<file path="src/rtl/external_interrupt_controller_if.sv">
// ----------------------------------------------------------------------------
// external_interrupt_controller_if
//   Bundles the core's I/O bus and the core interrupt handshake for the
//   external interrupt controller.
//   master : the core side (drives strobes, address, write data, Ack)
//   slave  : the controller side (drives read data, Req, Id)
//   Signals:
//     IO_EnR, IO_EnW   read / write strobes (MA stage)
//     IO_Address[29:0] word address
//     IO_DataW[31:0]   write data
//     IO_DataR[31:0]   registered read data (WB stage)
//     EIC_I_Req        interrupt request to the core
//     EIC_I_Id         class of the requested source (1 = high class)
//     EIC_I_Ack        core accepts the request
// ----------------------------------------------------------------------------
interface external_interrupt_controller_if;
  logic        IO_EnR;
  logic        IO_EnW;
  logic [29:0] IO_Address;
  logic [31:0] IO_DataW;
  logic [31:0] IO_DataR;
  logic        EIC_I_Req;
  logic        EIC_I_Id;
  logic        EIC_I_Ack;

  modport master (
    output IO_EnR, IO_EnW, IO_Address, IO_DataW, EIC_I_Ack,
    input  IO_DataR, EIC_I_Req, EIC_I_Id
  );

  modport slave (
    input  IO_EnR, IO_EnW, IO_Address, IO_DataW, EIC_I_Ack,
    output IO_DataR, EIC_I_Req, EIC_I_Id
  );
endinterface

</file>
<file path="src/rtl/external_interrupt_controller.sv">
// ----------------------------------------------------------------------------
// external_interrupt_controller
//   Synchronises NUM_SRC asynchronous interrupt lines, latches them as pending
//   (edge or level per source), picks one eligible source (high class first,
//   then lowest index), requests the core and keeps the granted source in
//   service until software writes EOI.
//   Ports:
//     Sys_Clock  single clock, all state on the rising edge
//     Sys_Reset  synchronous active-high reset
//     Src_In     raw device interrupt lines (asynchronous, active-high)
//     bus        slave side of the I/O bus + interrupt handshake
//   Register window (word offsets from BASE_ADDR):
//     0 PEND (R/W1C)  1 MASK  2 LVL  3 TRIG  4 CAUSE (R)  5 EOI (W)  6,7 zero
// ----------------------------------------------------------------------------
module external_interrupt_controller #(
  parameter int          NUM_SRC   = 8,
  parameter logic [29:0] BASE_ADDR = 30'h3FF0
) (
  input  logic                 Sys_Clock,
  input  logic                 Sys_Reset,
  input  logic [NUM_SRC-1:0]   Src_In,
  external_interrupt_controller_if.slave bus
);

  typedef enum logic [1:0] {IDLE = 2'd0, REQ = 2'd1, SERV = 2'd2} state_t;

  state_t             state_q, state_d;
  logic [NUM_SRC-1:0] sync1_q, sync2_q, sync3_q;
  logic [NUM_SRC-1:0] pend_q, pend_d, mask_q, lvl_q, trig_q;
  logic [NUM_SRC-1:0] edge_det, w1c, gclr, elig, elig_hi;
  logic [3:0]         cause_idx_q, sel_idx;
  logic               cause_id_q, cause_srv_q, sel_id;
  logic [31:0]        data_r_q, rd_val;
  logic               hit, wr_en, ack_in_req, eoi_in_serv;
  logic [2:0]         off;
  logic               unused_dataw;

  assign hit         = (bus.IO_Address[29:3] == BASE_ADDR[29:3]);
  assign off         = bus.IO_Address[2:0];
  assign wr_en       = hit & bus.IO_EnW;
  assign ack_in_req  = (state_q == REQ) & bus.EIC_I_Ack;
  assign eoi_in_serv = (state_q == SERV) & wr_en & (off == 3'd5);
  assign edge_det    = sync2_q & ~sync3_q;
  assign w1c         = (wr_en && off == 3'd0) ? bus.IO_DataW[NUM_SRC-1:0] : '0;
  assign elig        = pend_q & mask_q;
  assign elig_hi     = elig & lvl_q;
  // Bits above NUM_SRC are don't-care on writes.
  assign unused_dataw = ^bus.IO_DataW[31:NUM_SRC];

  // Per-source pending update. Edge mode: a new edge wins over any clear in
  // the same cycle. Level mode: pending simply follows the synchronised line.
  for (genvar gi = 0; gi < NUM_SRC; gi++) begin : g_pend
    assign gclr[gi]   = ack_in_req & (cause_idx_q == 4'(gi)) & trig_q[gi];
    assign pend_d[gi] = trig_q[gi]
                      ? (edge_det[gi] | (pend_q[gi] & ~w1c[gi] & ~gclr[gi]))
                      : sync2_q[gi];
  end

  // Priority select: lowest index among high-class eligible sources, else
  // lowest index among all eligible sources. Loops run high-to-low so the
  // last assignment is the lowest index.
  always_comb begin
    sel_idx = '0;
    sel_id  = 1'b0;
    if (|elig_hi) begin
      sel_id = 1'b1;
      for (int i = NUM_SRC - 1; i >= 0; i--)
        if (elig_hi[i]) sel_idx = 4'(i);
    end else begin
      for (int i = NUM_SRC - 1; i >= 0; i--)
        if (elig[i]) sel_idx = 4'(i);
    end
  end

  always_comb begin
    state_d = state_q;
    case (state_q)
      IDLE:    if (|elig) state_d = REQ;
      REQ:     if (bus.EIC_I_Ack) state_d = SERV;
      SERV:    if (eoi_in_serv) state_d = IDLE;
      default: state_d = IDLE;
    endcase
  end

  always_comb begin
    rd_val = '0;
    case (off)
      3'd0:    rd_val[NUM_SRC-1:0] = pend_q;
      3'd1:    rd_val[NUM_SRC-1:0] = mask_q;
      3'd2:    rd_val[NUM_SRC-1:0] = lvl_q;
      3'd3:    rd_val[NUM_SRC-1:0] = trig_q;
      3'd4:    rd_val = {cause_srv_q, 22'b0, cause_id_q, 4'b0, cause_idx_q};
      default: rd_val = '0;
    endcase
  end

  always_ff @(posedge Sys_Clock) begin
    if (Sys_Reset) begin
      state_q     <= IDLE;
      sync1_q     <= '0;
      sync2_q     <= '0;
      sync3_q     <= '0;
      pend_q      <= '0;
      mask_q      <= '0;
      lvl_q       <= '0;
      trig_q      <= '0;
      cause_idx_q <= '0;
      cause_id_q  <= 1'b0;
      cause_srv_q <= 1'b0;
      data_r_q    <= '0;
    end else begin
      state_q <= state_d;
      sync1_q <= Src_In;
      sync2_q <= sync1_q;
      sync3_q <= sync2_q;
      pend_q  <= pend_d;
      if (wr_en && off == 3'd1) mask_q <= bus.IO_DataW[NUM_SRC-1:0];
      if (wr_en && off == 3'd2) lvl_q  <= bus.IO_DataW[NUM_SRC-1:0];
      if (wr_en && off == 3'd3) trig_q <= bus.IO_DataW[NUM_SRC-1:0];
      // CAUSE index/class is captured once when leaving IDLE, so a later
      // mask or clear of the source cannot change a committed request.
      if (state_q == IDLE && (|elig)) begin
        cause_idx_q <= sel_idx;
        cause_id_q  <= sel_id;
      end
      if (ack_in_req)  cause_srv_q <= 1'b1;
      if (eoi_in_serv) cause_srv_q <= 1'b0;
      // rd_val comes from the current registers, so a same-cycle write is
      // not visible in this read.
      if (hit && bus.IO_EnR) data_r_q <= rd_val;
    end
  end

  assign bus.IO_DataR  = data_r_q;
  assign bus.EIC_I_Req = (state_q == REQ);
  assign bus.EIC_I_Id  = (state_q == REQ) & cause_id_q;

endmodule

</file>
<file path="src/flat_wrapper.sv">
// flat-port wrapper written by rule: the top's interface ports become plain ports
module external_interrupt_controller_flat 
#(
  parameter int          NUM_SRC   = 8,
  parameter logic [29:0] BASE_ADDR = 30'h3FF0
)
  (Sys_Clock, Sys_Reset, Src_In, bus_IO_EnR, bus_IO_EnW, bus_IO_Address, bus_IO_DataW, bus_EIC_I_Ack, bus_IO_DataR, bus_EIC_I_Req, bus_EIC_I_Id);
  external_interrupt_controller_if bus_i ();
  input  logic Sys_Clock;
  input  logic Sys_Reset;
  input  logic [NUM_SRC-1:0] Src_In;
  input wire logic [$bits(bus_i.IO_EnR)-1:0] bus_IO_EnR;
  input wire logic [$bits(bus_i.IO_EnW)-1:0] bus_IO_EnW;
  input wire logic [$bits(bus_i.IO_Address)-1:0] bus_IO_Address;
  input wire logic [$bits(bus_i.IO_DataW)-1:0] bus_IO_DataW;
  input wire logic [$bits(bus_i.EIC_I_Ack)-1:0] bus_EIC_I_Ack;
  output wire logic [$bits(bus_i.IO_DataR)-1:0] bus_IO_DataR;
  output wire logic [$bits(bus_i.EIC_I_Req)-1:0] bus_EIC_I_Req;
  output wire logic [$bits(bus_i.EIC_I_Id)-1:0] bus_EIC_I_Id;
  assign bus_i.IO_EnR = bus_IO_EnR;
  assign bus_i.IO_EnW = bus_IO_EnW;
  assign bus_i.IO_Address = bus_IO_Address;
  assign bus_i.IO_DataW = bus_IO_DataW;
  assign bus_i.EIC_I_Ack = bus_EIC_I_Ack;
  assign bus_IO_DataR = bus_i.IO_DataR;
  assign bus_EIC_I_Req = bus_i.EIC_I_Req;
  assign bus_EIC_I_Id = bus_i.EIC_I_Id;
  external_interrupt_controller #(.NUM_SRC(NUM_SRC), .BASE_ADDR(BASE_ADDR)) u_core (.Sys_Clock(Sys_Clock), .Sys_Reset(Sys_Reset), .Src_In(Src_In), .bus(bus_i));
endmodule
</file>
<file path="config.mk">
export PLATFORM = sky130hd
export DESIGN_NAME = external_interrupt_controller_flat
export DESIGN_NICKNAME = d
export VERILOG_FILES = /design/src/rtl/external_interrupt_controller_if.sv /design/src/rtl/external_interrupt_controller.sv /design/src/flat_wrapper.sv
export SDC_FILE = /design/constraint.sdc
export NUM_CORES = 1
export LEC_CHECK = 0
export CAP_MARGIN = 5
export CORE_MARGIN = 10
export CORE_UTILIZATION = 50
export CTS_CLUSTER_DIAMETER = 50
export DETAILED_ROUTE_END_ITERATION = 12
export PLACE_DENSITY = 0.95
export SLEW_MARGIN = 10
export SYNTH_ARGS = -nofsm -noshare
export SYNTH_HDL_FRONTEND = slang
export SYNTH_SLANG_ARGS = --single-unit
</file>
<file path="constraint.sdc">
create_clock -name Sys_Clock -period 6.55 [get_ports Sys_Clock]
set_clock_uncertainty 0.1 [all_clocks]
set_input_delay 1.31 -clock Sys_Clock [delete_from_list [all_inputs] [get_ports Sys_Clock]]
set_output_delay 1.31 -clock Sys_Clock [all_outputs]
set_load 0.02 [all_outputs]
</file>
== Word-level counts from Yosys, hierarchy flattened ==
Cells that the tools add are included.

* Input port bits: 75
* Bits in registers: 96
* Word-level logic and storage cells: 141
* Output and inout port bits: 34

* Reduce and logical (&&, ||, !) cells: 13
* Bitwise operators: 65
* Mux-type cells: 33
* Eq/ne operators: 18

{| class="wikitable"
|+ Operator list
! operator !! number
|-
| 3-bit two-way mux || 16
|-
| 8-bit one-hot mux with 5 select lines || 1
|-
| 1-bit AND || 37
|-
| 27-bit by 11-bit == test with 1-bit output, second input constant || 1
|-
| 8-bit AND || 3
|-
| 24-bit two-way mux || 1
|-
| 4-bit by 3-bit == test with 1-bit output, second input constant || 4
|-
| 1-bit NOT || 16
|-
| 8-bit OR reduction || 2
|-
| 1-bit two-way mux || 9
|-
| 4-bit by 2-bit == test with 1-bit output, second input constant || 2
|-
| 8-bit two-way mux || 1
|-
| 8-bit NOT || 1
|-
| 1-bit bitwise OR || 8
|-
| 3-bit by 2-bit == test with 1-bit output, second input constant || 2
|-
| 3-bit == test, second input constant || 2
|-
| 1-bit logical AND || 6
|-
| 2-bit two-way mux || 3
|-
| 2-bit one-hot mux with 3 select lines || 1
|-
| 4-bit by 1-bit == test with 1-bit output, second input constant || 1
|-
| 4-bit logical NOT || 1
|-
| 4-bit two-way mux || 1
|-
| 2-bit by 1-bit != test with 1-bit output, second input constant || 2
|-
| 3-bit by 1-bit == test with 1-bit output, second input constant || 1
|-
| other kinds (7) || 7
|}

== Logic depth before layout (Yosys ltp) ==
* Word-level depth: 11
* Gate-level depth with buffers: 7
* Depth with buffers taken out: 5

== Worst setup path before layout ==
Ideal clock, no wire load.

* Path kind: in2reg
* Start point: in bus_IO_Address[16]
* End point: reg u_core.mask_q[0]
* Path buffers: 1
* Setup slack: 3248 ps
* Arrival: 3082 ps
* Stages on the path: 6
* Library setup time: 120 ps
* Required time: 6330 ps
* Path through: or4b_4 > nor4_4 > nand2_2 > or4_1 > buf_4 > mux2i_1

* Word-level cells in the longest chain between the ends: 3

{| class="wikitable"
|+ Ends and longest elaborated chain
! element !! line !! RTL
|-
| from (decl) || flat_wrapper.sv:14 || <nowiki>input wire logic [$bits(bus_i.IO_Address)-1:0] bus_IO_Address;</nowiki>
|-
| 27-bit by 11-bit == test with 1-bit output || external_interrupt_controller.sv:38 || <nowiki>assign hit = (bus.IO_Address[29:3] == BASE_ADDR[29:3]);</nowiki>
|-
| 1-bit AND || external_interrupt_controller.sv:40 || <nowiki>assign wr_en = hit & bus.IO_EnW;</nowiki>
|-
| 1-bit logical AND || external_interrupt_controller.sv:117 || <nowiki>if (wr_en && off == 3'd1) mask_q <= bus.IO_DataW[NUM_SRC-1:0];</nowiki>
|-
| to (signal assigned) || external_interrupt_controller.sv:117 ||
|-
| to (decl) || external_interrupt_controller.sv:29 || <nowiki>logic [NUM_SRC-1:0] pend_q, pend_d, mask_q, lvl_q, trig_q;</nowiki>
|}

Every way passes these cells.
A chain may end at the register's enable or synchronous reset.

== Worst setup path after layout ==
* Start point: in bus_IO_Address[16]
* End point: reg u_core.pend_q[1]

* Word-level cells in the longest chain between the ends: 9

{| class="wikitable"
|+ Ends and longest elaborated chain
! element !! line !! RTL
|-
| 27-bit by 11-bit == test with 1-bit output || external_interrupt_controller.sv:38 ||
|-
| 1-bit AND || external_interrupt_controller.sv:40 ||
|-
| 1-bit logical AND || external_interrupt_controller.sv:44 || <nowiki>assign w1c = (wr_en && off == 3'd0) ? bus.IO_DataW[NUM_SRC-1:0] : '0;</nowiki>
|-
| 8-bit two-way mux || external_interrupt_controller.sv:44 ||
|-
| 1-bit NOT || external_interrupt_controller.sv:55 || <nowiki>? (edge_det[gi] | (pend_q[gi] & ~w1c[gi] & ~gclr[gi]))</nowiki>
|-
| 1-bit AND (2 in a row) || external_interrupt_controller.sv:55 ||
|-
| 1-bit bitwise OR || external_interrupt_controller.sv:55 ||
|-
| 1-bit two-way mux || external_interrupt_controller.sv:55 ||
|-
| to (signal assigned) || external_interrupt_controller.sv:116 || <nowiki>pend_q <= pend_d;</nowiki>
|-
| to (decl) || external_interrupt_controller.sv:29 ||
|}

Every way passes these cells.

==> impl_metrics.toml <==
[synthesis]
synthCells = 385
synth_edf_count = 0
synth.avg_cell_area_sq_um = 9.02
seq_area_frac_synth_pct = 42.1
synth_top_family_by_area = "simple AND/OR/NAND/NOR gates"
async_flop_share_pct = 0
synth_fa_ha_area_share_pct = 0
ys_ff_latch = 73
synthesis.area_sq_um = 3470
synth-simple-area-share_pct = 27.0
synth_ff_type = "dfxtp_1"
synth_xor_area_share_pct = 0
muxShareOfSynthArea_pct = 9.73
synth_compound_area_share_pct = 13.9
synth.yosys.warnings = 0
synth_cell_types = 52

[placement]
dp.cells = 511
gp_congestion = 0.963
post_dp_cell_area_sq_um = 4040
io_buffer_count = 62
pre_cts_ws_ns = 2.28
dpl.hpwl_microns = 6540

[routing]
drc = 0
ant_nets = 0
vias = 2955
drt-total-wl_microns = 8840
vias_per_cell = 5.61
wl_per_cell_microns = 16.8
firstDrtPassIters = 5
drt-initial-drc-count = 240

[sta]
final_hold_viol_count = 0
fin_crit_sh_pct = 59.9
fin_setup_tns_ns = 0
clock.fmax_mhz = 255
finalCriticalPeriod_ns = 3.92
finalSetupViolCount = 0
whs_ns = 0.335
worst_pin_slew_ns = 1.14
timing.final.ws_setup_ns = 2.63
drv_slew = 0
max_slew_margin_pct = 23.1
rsz0062_at_grt = "false"

[setup_path]
arrival_ns = 4.02
crit_path_end_kind = "register"
cp_max_fo = 8
worstRegToRegCells = 5
criticalPathCategory = "in -> reg"
required_ns = 6.64
rr_endpoint = "u_core.pend_q[4]"
reg2reg_from = "u_core.state_q[1]"
rrSetupSlack_ns = 4.87
cp-start-kind = "input pin"

[floorplanning]
io_pins = 109
fp.dieH_microns = 103
die_w_microns = 103
dieArea_sq_um = 10700
rows = 30
fp.coreArea_sq_um = 6760
start_util_pct = 51.4

[cells_and_area]
final_nets = 517
n_fill_cell = 568
mostFrequentLayoutCells = "73 x dfxtp_1, 61 x clkdlybuf4s50_1, 46 x nand2_1, 34 x nor2b_1, 28 x nand2b_1"
postLayoutCellArea_sq_um = 4290
drive_above_1_share_pct = 7.61
stdcell_count = 527
final_util_pct = 63.5
area_growth_pct = 23.6
mostFrequentLayoutCell = "dfxtp_1"
diodes = 0

[clock_tree]
clockRootBuffer = "clkbuf_8"
hold_buffers = 0
numCtsBuffers = 9
clk_path_buf_depth = 2
clk_latency_ns = 0.36
clk_pin_slew_ns = 0.08
htreeDepth = 3
cts_sinks = 73
cts_tree = "done"
post_cts_buffers = 0
cts_resized = 0

[power_and_ir_drop]
vdd_drop_max_mv = 0.187
power.density_nw_per_um2 = 224
p_leak_nw = 1.56
finalPower_mw = 0.960

[hold_path]
hp-class = "reg -> reg"
whs_path_depth = 1
min_to = "u_core.sync2_q[5]"
hp-start = "u_core.sync1_q[5]"

[global_routing]
overflow = 0
grt_max_degree = 83
grt_pass1_wl_microns = 13200
met1_usage_pct = 17.0
top_usage_layer = "met2"
use_met3_pct = 6.25
grt_antenna_before_repair = 0
grt_pass1_vias = 2848
use_met2_pct = 28.1
grt_usage_pct = 16.2

[run_status]
outcome = "finished, final reports clean"

[flow_run]
cap_violations = 0
[how the worst max path moves through the flow]
stage                             from          endpoint  slack (ns)  cells past startpoint
finish              bus_IO_Address[16]  u_core.pend_q[1]        2.63                      6
global placement    bus_IO_Address[16]  u_core.pend_q[6]        2.37                      6
global route        bus_IO_Address[16]  u_core.pend_q[1]        2.53                      6
floorplan           bus_IO_Address[16]  u_core.mask_q[0]        3.25                      6
detailed placement  bus_IO_Address[16]  u_core.pend_q[1]        2.28                      6
CTS                 bus_IO_Address[16]  u_core.pend_q[1]        2.66                      6
[layer usage]
layer	part of all wire, %	wire, microns
met5	0	0
met4	1.9	165
met1	38	3400
met3	11	991
met2	48	4280
[registers in the layout, indices dropped and copies added, names as in the netlist]
register / cells
u_core.bus.IO_DataR: 10
u_core.lvl_q: 8
u_core.mask_q: 8
u_core.pend_q: 8
u_core.sync1_q: 8
u_core.sync2_q: 8
u_core.sync3_q: 8
u_core.trig_q: 8
u_core.cause_idx_q: 3
u_core.state_q: 2
u_core.cause_id_q: 1
u_core.cause_srv_q: 1
[report_power, final]
| part | internal (mW) | total (mW) | leakage (nW) | switching (mW) |
|---|---|---|---|---|
| sequential | 0.451 | 0.453 | 0.593 | 0.00290 |
| combinational | 0.0375 | 0.0734 | 0.844 | 0.0359 |
| clock | 0.257 | 0.433 | 0.121 | 0.176 |
[synth_stat cells, types with 6 or more instances]
cell type  number  area [sq um]
dfxtp_1        73          1460
nand2_1        46           173
nor2b_1        34           213
nand2b_1       28           175
buf_4          23           173
a21oi_1        20           100
mux2i_1        18           180
o21ai_0        18          90.1
clkbuf_1       14          52.6
nand3_1        14          70.1
a31oi_1        11          68.8
nor2_1          9          33.8
a211oi_1        7          52.6
mux4_2          7           158
nand3b_1        6          45.0
[worst max-delay path, stage by stage]
cell and delay (ns):
clkdlybuf4s50_1 0.40, or4b_4 0.55, nor4_4 0.44, nand2_2 0.16, nor4_2 0.95, a31oi_1 0.19
[final cells by class]
| type | instances | area, sq um | share of cell area (%) |
|---|---|---|---|
| Timing Repair Buffer | 63 | 623 | 14.5 |
| Inverter | 5 | 18.8 | 0.437 |
| Sequential cell | 73 | 1460 | 34.1 |
| Tap cell | 80 | 100 | 2.33 |
| Clock buffer | 9 | 124 | 2.89 |
| Multi-Input combinational cell | 290 | 1840 | 42.9 |
| Clock inverter | 7 | 124 | 2.89 |
[logic make-up (layout without fill, tap and decap cells)]
logic type / count (synthesis) / in the layout
flip-flops: 73 / 73
AO/OA/AOI/OAI: 78 / 78
multiplexers: 25 / 25
buffers and inverters: 43 / 84
other: 1 / 22
AND/OR/NAND/NOR: 165 / 165
No activity file was read; power rests on OpenSTA's default activity.
